<file path="config.mk">
export PLATFORM = sky130hd
export DESIGN_NAME = logic_wb_queue
export DESIGN_NICKNAME = d
export VERILOG_FILES = /design/src/rtl/logic_wb_queue.sv
export SDC_FILE = /design/constraint.sdc
export NUM_CORES = 1
export LEC_CHECK = 0
export CORE_ASPECT_RATIO = 0.9
export CORE_MARGIN = 3
export CORE_UTILIZATION = 59
export CTS_CLUSTER_DIAMETER = 150
export DETAILED_ROUTE_END_ITERATION = 7
export HOLD_SLACK_MARGIN = 0.08
export PLACE_DENSITY = 0.84
export SYNTH_ARGS = -nofsm -noshare
export SYNTH_HDL_FRONTEND = slang
export SYNTH_SLANG_ARGS = --single-unit
</file>
<file path="constraint.sdc">
create_clock -name clk -period 5.5 [get_ports clk]
set_input_delay 0.825 -clock clk [delete_from_list [all_inputs] [get_ports clk]]
set_output_delay 0.825 -clock clk [all_outputs]
set_load 0.05 [all_outputs]
</file>
<file path="src/rtl/logic_wb_queue.sv">
// Writeback queue behind the LOGIC unit: tags each issued op with its destination
// register, pairs the tag with the result on done, and drains FWFT to the register file.
module logic_wb_queue #(
  parameter int DEPTH = 4,
  parameter int AW    = 2
) (
  input  logic          clk,
  input  logic          rst,
  input  logic          flush,
  input  logic          issue_start,
  input  logic [4:0]    issue_rd,
  output logic          issue_ready,
  input  logic          lu_done,
  input  logic [31:0]   lu_res,
  output logic          wb_valid,
  output logic [4:0]    wb_rd,
  output logic [31:0]   wb_data,
  input  logic          wb_ready,
  output logic [AW:0]   count,
  output logic          orphan_err
);

  typedef struct packed {
    logic [4:0]  rd;
    logic [31:0] data;
  } entry_t;

  localparam logic [AW:0] FULL = (AW + 1)'(DEPTH);

  entry_t          mem [DEPTH];
  logic [AW-1:0]   wr_ptr;
  logic [AW-1:0]   rd_ptr;
  logic            pend_valid;
  logic [4:0]      pend_rd;
  logic            push;
  logic            pop;

  // Space was reserved at issue time, so a push never needs a full check.
  assign push        = lu_done && pend_valid && (pend_rd != 5'd0);
  assign pop         = wb_valid && wb_ready;
  assign issue_ready = !pend_valid && (count < FULL);
  assign wb_valid    = (count != '0);

  always_comb begin
    wb_rd   = '0;
    wb_data = '0;
    if (wb_valid) begin
      wb_rd   = mem[rd_ptr].rd;
      wb_data = mem[rd_ptr].data;
    end
  end

  always_ff @(posedge clk or negedge rst) begin
    if (!rst) begin
      count      <= '0;
      wr_ptr     <= '0;
      rd_ptr     <= '0;
      pend_valid <= 1'b0;
      pend_rd    <= '0;
      orphan_err <= 1'b0;
    end else begin
      if (lu_done && !pend_valid) orphan_err <= 1'b1;

      if (flush) begin
        count      <= '0;
        wr_ptr     <= '0;
        rd_ptr     <= '0;
        pend_valid <= 1'b0;
      end else begin
        if (lu_done && pend_valid) begin
          pend_valid <= 1'b0;
        end else if (issue_start && issue_ready) begin
          pend_valid <= 1'b1;
          pend_rd    <= issue_rd;
        end

        if (push) wr_ptr <= wr_ptr + AW'(1);
        if (pop)  rd_ptr <= rd_ptr + AW'(1);

        case ({push, pop})
          2'b10:   count <= count + (AW + 1)'(1);
          2'b01:   count <= count - (AW + 1)'(1);
          default: count <= count;
        endcase
      end
    end
  end

  // NOTE: storage has no reset; count and pointers alone decide what is valid,
  // and a resettable array would cost a reset fan-out for no functional gain.
  always_ff @(posedge clk) begin
    if (push && !flush) mem[wr_ptr] <= '{rd: pend_rd, data: lu_res};
  end

endmodule

</file>
==> metrics.txt <==
status=complete, no violations; Post-DRT Antenna Nets=0; power per cell area=542 nW/µm²; Synth Instances=300; Final Cycle Share=0.710; GPL Wtd Cong=0.725; Via-to-Cell Ratio=5.69; dominant cells by area after synthesis=edfxtp_1, mux4_2, dfrtp_1; first-pass GRT wire length=18,000 µm; Max clock buf depth=2; r2r startpoint=pend_rd[0]; Vert. Die Dim=104 µm; Remaining DRCs=0; routed len/inst=21.1 µm; cts repair resizes=0; Startpoint Class=flip-flop; synthesized flop and latch total=162; setup TNS=0 ps; count of final setup violators=0; layout cells sized above 1=0.211; post-synthesis sequential area ratio=0.757; CTS tree=yes; Total Wirelength=11,300 µm; Synth top area share=0.702; worst rel slew slack=0.301; syn avg cell area=21.1 µm²; CTS buffer count=17; initial core utilization=0.613; # Post-CTS Setup Buffers=0; Main synth FF type=edfxtp_1; Cell Rows=35; die area=12,000 µm²; Setup CP Type=flip-flop to output port; initial antenna violation count=0; Die W=115 µm; Synth Warn #=0; Buffers on Ports=85; largest area contributor in the netlist=edfxtp_1; Leakage=2.63 nW; total grt overflow=0; Worst Path Arrival=3080 ps; Critical Path Source=rd_ptr[0]; Final Skew=10.0 ps; most frequent cell after synthesis=edfxtp_1; H-tree Lvls=4; CTS Root Cell=clkbuf_16; core area=10,300 µm²; Period minus WS final=3900 ps; Final Hold Fails=0; most frequent cells after synthesis=edfxtp_1, and2_1, mux4_2; max-cap viol count=0; # diodes=0; max-slew violation count=0; post-synth cell types=27; Initial DRC Count=221; # clock sinks=162; Critical Path RT=4680 ps; Synth async-reset ratio=0.0864; Max VDD drop=0.344 mV; Final Net Count=442; Worst Max-Slew Pin Slew=1030 ps; Post-synth EDFFs=148; net count after synthesis=348; Hold Path Class=flip-flop to flip-flop; final worst-path setup slack=1600 ps; Peak Freq=256 MHz; DRT Pass-1 Iters=4; Worst Hold Launch=orphan_err; Critical Path Fanout Max=27; worst skew pair latency=410 ps; CTS clk-pin slew, worst paths=60 ps; post-place setup slack=1920 ps; synth-to-layout area growth=25.0%; routed via count=3,049; pin count of the biggest net entering global routing=40; CTS Hold Bufs=0; GRT Util Overall=0.202; Ports=86; vias in the first global route=3,229; RSZ-0062 raised after global routing=no; DP Wirelength=6480 µm; Mapped Area=6330 µm²; Worst setup EP type=output port
## sequential cells by signal, summed over array words and instances (netlist names)
| register | count |
|---|---|
| rd_ptr | 2 |
| pend_valid | 1 |
| orphan_err | 1 |
| wr_ptr | 2 |
| count | 3 |
| pend_rd | 5 |
| mem | 148 |
## cell type report
cell class,instances,area [µm²]
Fill cell,557,2410
Sequential cell,162,4800
Multi-Input combinational cell,122,1480
Clock inverter,14,168
Tap cell,129,161
Inverter,3,11.3
Timing Repair Buffer,88,873
Clock buffer,18,429
## cell families (layout without fill, tap and decap cells)
| family | after synthesis | count (layout) | share of synthesized area |
|---|---|---|---|
| xor+xnor | 4 | 4 | 0.00553 |
| compound gates | 4 | 4 | 0.00869 |
| mux | 47 | 47 | 0.149 |
| buf+inv | 16 | 123 | 0.0101 |
| flops | 162 | 162 | 0.757 |
| fa+ha+maj | 5 | 5 | 0.0111 |
| simple gates | 62 | 62 | 0.0585 |
## per-layer routing
metal	global-route usage	vias up	wire length, µm
met3	0.0529	4	609
met1	0.278	1554	4670
met2	0.327	107	5970
met5	0	-	0
li1	-	1384	-
met4	0.0511	0	46
## worst max-delay path: stages (launching register included)
cell	delay [ps]
dfrtp_2	950
buf_4	330
mux4_2	520
and2_1	170
clkdlybuf4s50_1	700
## cell usage in the layout (no fill, tap or decap), drive strengths merged
master,n
nor4b,1
mux2,7
fa,1
or3,1
edfxtp,148
xor2,2
nor2,10
o211ai,1
nand2b,2
inv,10
dfrtp,14
a21oi,1
ha,4
nor2b,3
clkinv,5
o21bai,1
nor3b,1
mux4,37
and2,42
xnor2,2
or4,1
o31ai,1
mux2i,3
nand3,1
clkbuf,18
clkdlybuf4s50,85
buf,3
bufinv,2
## per-stage QoR
stage / cells / total power, mW / instance area [µm²] / hold WS, ps / util
finish: 536 / 4.29 / 7920 / 478 / 0.766
global route: 536 / 4.46 / 7920 / 512 / 0.766
CTS: 536 / 4.33 / 7920 / 484 / 0.766
detailed placement: 504 / 3.16 / 7320 / 461 / 0.709
global placement: 504 / 3.14 / 7320 / 460 / 0.709
floorplan: 300 / 2.64 / 6330 / 493 / -
## path summary, 6_finish.rpt
| path | to | depth (start not counted) | slack [ps] |
|---|---|---|---|
| max | wb_data[12] | 4 | 1600 |
| max in group asynchronous | rd_ptr[1] | 1 | 4220 |
| min in group asynchronous | pend_rd[1] | 1 | 820 |
| min | orphan_err | 1 | 480 |
| min reg2reg | orphan_err | 1 | 480 |
| max reg2reg | mem[1][16] | 4 | 3110 |
## power breakdown
part	internal, mW	switching [mW]
Combinational	0.633	0.950
Sequential	1.41	0.124
Clock	0.685	0.486
Total	2.73	1.56
No activity file was read; power rests on OpenSTA's default activity.
==> RTL edit 1: new RTL, config.mk and constraints unchanged <==
Put one more register stage on the output `orphan_err`, cleared by the reset. The value now appears one clock later. The other outputs are not delayed to match.
--- a/src/rtl/logic_wb_queue.sv
+++ b/src/rtl/logic_wb_queue.sv
@@ -28,2 +28,4 @@
   localparam logic [AW:0] FULL = (AW + 1)'(DEPTH);
+
+  logic orphan_err_s0;
 
@@ -59,5 +61,5 @@
       pend_rd    <= '0;
-      orphan_err <= 1'b0;
+      orphan_err_s0 <= 1'b0;
     end else begin
-      if (lu_done && !pend_valid) orphan_err <= 1'b1;
+      if (lu_done && !pend_valid) orphan_err_s0 <= 1'b1;
 
@@ -94,2 +96,10 @@
 
+  always_ff @(posedge clk or negedge rst) begin
+    if (!rst) begin
+      orphan_err <= '0;
+    end else begin
+      orphan_err <= orphan_err_s0;
+    end
+  end
+
 endmodule
Behaviour: not the same (a bounded check fails within 4 cycles, from zero or initial values and one cycle with rst low).
==> RTL edit 1 against the unedited design <==
- utilization rose by 0.47 points
- count of clock-buffer cells in the layout fell by 1
- register-to-register slack got worse by 40 ps
- routed wire length rose by 4.5%
- power rose by 3.1%
- clock skew fell by 3.7 ps
- design area rose by 1.0%
- sequential cell count rose by 1
- area after synthesis rose by 0.40%
- non-clock buffer count did not move
- worst setup slack improved by 100 ps
- largest cell class unchanged
==> RTL edit 1: results (changes against the unedited design) <==
* Outcome: complete, no violations
* Cell internal pwr at 2.87 mW (+4.9%)
* Commonest cells post-synth: edfxtp_1 (148), and2_1 (42), mux4_2 (37), dfrtp_1 (15), nor2_1 (10)
* Met1 GRT Util at 28.0% (+0.22 points)
* DR vias at 3129 (+2.6%)
* R2R setup slack at 3070 ps (-40 ps)
* Fin Hold WS at 380 ps (-98.4 ps)
* Filler cells at 559 (+0.36%)
* CTS Buffer Depth at 2 (unchanged)
* Ratio of cells with drive above 1 in the final layout at 21.3% (+0.19 points)
* Largest cells by area after synthesis: edfxtp_1 (70%), mux4_2 (13%), dfrtp_1 (5.9%)
* Critical Path AT at 2980 ps (-100 ps)
* Synth Flop Type: edfxtp_1
* Pleak at 2.65 nW (+1.1%)
* Synth async-reset ratio at 9.20% (+0.56 points)
* Drt initial violations at 228 (+3.2%)
* YS warnings at 0 (unchanged)
* Slew @ Worst Pin at 1020 ps (-13.1 ps)
* Vias in the first global route at 3436 (+6.4%)
* Dpl hpwl at 6710 um (+3.5%)
* Setup Fix Bufs, Post-CTS at 0 (unchanged)
* First-pass GRT wire length at 18700 um (+4.3%)
* WL/cell at 22.0 um (+4.3%)
* M2 GR Usage at 34.8% (+2.1 points)
* Cells after Synth at 301 (+0.33%)
* Total wire length at 11800 um (+4.5%)
* Reg clk slew, reported paths at 60 ps (about the same)
* Post-synthesis sequential area ratio at 75.8% (+0.096 points)
* Maximum vdd drop at 0.000416 V (+21%)
* Max Clock Skew at 6.38 ps (-3.66 ps)
* Max FO, Critical Path at 20 (-26%)
* Placed instance count at 505 (+0.20%)
* Nets at 443 (+0.23%)
* Gr usage total at 21.4% (+1.2 points)
* GR Layer Usage met3 at 6.46% (+1.2 points)
* Final GP Congestion at 0.771 (+6.4%)
* Syn_nets at 349 (+0.29%)
-- RTL edit 1: changes by cell type after synthesis --
cell      unedited run  this run
buf_1                1         2
clkbuf_1             9         8
dfrtp_1             14        15
-- RTL edit 1: power groups by stage --
| stage | combinational (mW) | clock, mW | sequential, mW |
|---|---|---|---|
| floorplan | 1.13 | 0 | 1.52 |
| global placement | 1.59 | 0 | 1.55 |
| detailed placement | 1.61 | 0 | 1.56 |
| CTS | 1.62 | 1.31 | 1.54 |
| global route | 1.68 | 1.35 | 1.55 |
| finish | 1.60 | 1.29 | 1.53 |
-- RTL edit 1: final cells by class --
type / instances / area, sq um / area share [%]
Clock buffer: 17 / 425 / 5.31
Clock inverter: 15 / 229 / 2.86
Inverter: 3 / 11.3 / 0.141
Multi-Input combinational cell: 122 / 1480 / 18.5
Sequential cell: 163 / 4820 / 60.2
Tap cell: 129 / 161 / 2.02
Timing Repair Buffer: 88 / 873 / 10.9
-- RTL edit 1: cells by family (layout without fill, tap and decap cells) --
group	Yosys count	in the layout	share of synthesized area, %
multiplexers	47	47	14.9
AND/OR/NAND/NOR	62	62	5.82
flip-flops	163	163	75.8
adder cells (fa/ha/maj)	5	5	1.10
buffers and inverters	16	123	1.00
AO/OA/AOI/OAI	4	4	0.866
XOR/XNOR	4	4	0.551
-- RTL edit 1: routing by layer --
layer,up-vias,part of all wire [%]
met5,-,0
met1,1625,42
met2,101,51
met4,0,1.3
met3,17,5.8
li1,1386,-
-- RTL edit 1: final timing paths --
path,from,end,cells after the start
worst max-delay path,rd_ptr[0],wb_data[3],4
worst min-delay path,orphan_err_s0,orphan_err,0
worst max register to register,pend_rd[0],mem[1][2],4
worst min register to register,orphan_err_s0,orphan_err,0
max in group asynchronous,rst,rd_ptr[0],1
min in group asynchronous,rst,count[0],1
-- RTL edit 1: metrics by stage --
step           area (sq um)  power [mW]  setup slack (ps)
2_1_floorplan          6360        2.65              2630
6_report               8000        4.43              1700
4_1_cts                8000        4.46              1590
3_3_place_gp           7350        3.15              2070
3_5_place_dp           7350        3.17              2070
5_1_grt                8000        4.58              1500
-- RTL edit 1: worst max-delay path, stage by stage, from the launching register on --
cell and delay, ps:
dfrtp_2 770, buf_4 370, mux4_2 550, and2_1 170
clkdlybuf4s50_1 690
==> RTL edit 2: new RTL, same flow settings <==
Without the edit above. `AW`: 2 -> 3.
--- a/src/rtl/logic_wb_queue.sv
+++ b/src/rtl/logic_wb_queue.sv
@@ -4,3 +4,3 @@
   parameter int DEPTH = 4,
-  parameter int AW    = 2
+  parameter int AW    = 3
 ) (
Ports: changed (resized count); port bits go from 86 to 87. No check against the original RTL was run, so the function may have changed too.
==> RTL edit 2 against the unedited design <==
- synthesized cell count up 5.3%
- critical path depth unchanged
- sequential cell count up 1
- design area up 1.5%
- routed wire length up 12%
- count of clock-buffer cells in the layout up 1
- sequential share of layout area down 0.61 points
- worst setup slack worse by 86 ps
- area after synthesis up 2.1%
- hold slack better by 27 ps
- via count up 8.6%
- power up 10%
- largest cell class unchanged
==> RTL edit 2: results (changes against the unedited design) <==
* Slowest stage delay, CP at 820 ps (-130 ps)
* Fin Hold WS at 505 ps (+26.6 ps)
* Commonest cells post-synth: edfxtp_1 (148), and2_1 (41), mux4_2 (37), dfrtp_1 (15), clkbuf_1 (8)
* Top flop regs: mem x148, pend_rd x5, count x4
* Met2 WL at 6720 um (+12%)
* Gr usage total at 22.2% (+2.0 points)
* Placed cell areas at 7440 sq um (+1.5%)
* Cell internal pwr at 2.87 mW (+4.9%)
* Slew @ Worst Pin at 1030 ps (-3.19 ps)
* Worst setup path endpoint: wb_data[17]
* DRT Pass-1 Iters at 5 (+1)
* Library cells used by synthesis at 32 (+19%)
* M2 GR Usage at 36.8% (+4.1 points)
* GR Layer Usage met3 at 5.17% (-0.13 points)
* Placed instance count at 517 (+2.6%)
* Dpl hpwl at 6820 um (+5.3%)
* R2r startpoint: pend_rd[1]
* Critical Path AT at 3160 ps (+80 ps)
* DR vias at 3310 (+8.6%)
* Comb power frac at 41.5% (+4.6 points)
* Outcome: complete, no violations
* Final WS setup at 1510 ps (-85.5 ps)
* Ratio of cells with drive above 1 in the final layout at 20.5% (-0.65 points)
* P_comb at 1.96 mW (+24%)
* Wire length on met1 at 4880 um (+4.6%)
* Synth async-reset ratio at 9.20% (+0.56 points)
* First-pass GRT wire length at 19600 um (+8.8%)
* Maximum vdd drop at 0.000377 V (+9.4%)
* Vias in the first global route at 3534 (+9.4%)
==> RTL edit 2: changes by cell type in the layout (fill, tap and decap cells not counted), sizes merged, moves of 2 or more <==
cell and delta:
nor2b +2, ha +2, o41ai +2, buf -2
nor2 -3, a21oi +5, clkinv -3, nor3 +2
xor2 +2
==> RTL edit 2: final cells by class <==
type | instances | area share (%)
Clock inverter | 13 | 2.05
Timing Repair Buffer | 87 | 10.8
Sequential cell | 163 | 59.9
Multi-Input combinational cell | 135 | 19.6
Tap cell | 129 | 2.01
Clock buffer | 19 | 5.51
Inverter | 3 | 0.140
==> RTL edit 2: kinds of logic (layout without fill, tap and decap cells) <==
kind of cell / count (synthesis) / count (layout) / synth area share [%]
flip-flops: 163 / 163 / 74.5
AO/OA/AOI/OAI: 13 / 13 / 1.64
adder cells (fa/ha/maj): 6 / 6 / 1.16
multiplexers: 48 / 48 / 14.8
XOR/XNOR: 5 / 5 / 0.793
AND/OR/NAND/NOR: 63 / 63 / 5.86
buffers and inverters: 18 / 122 / 1.28
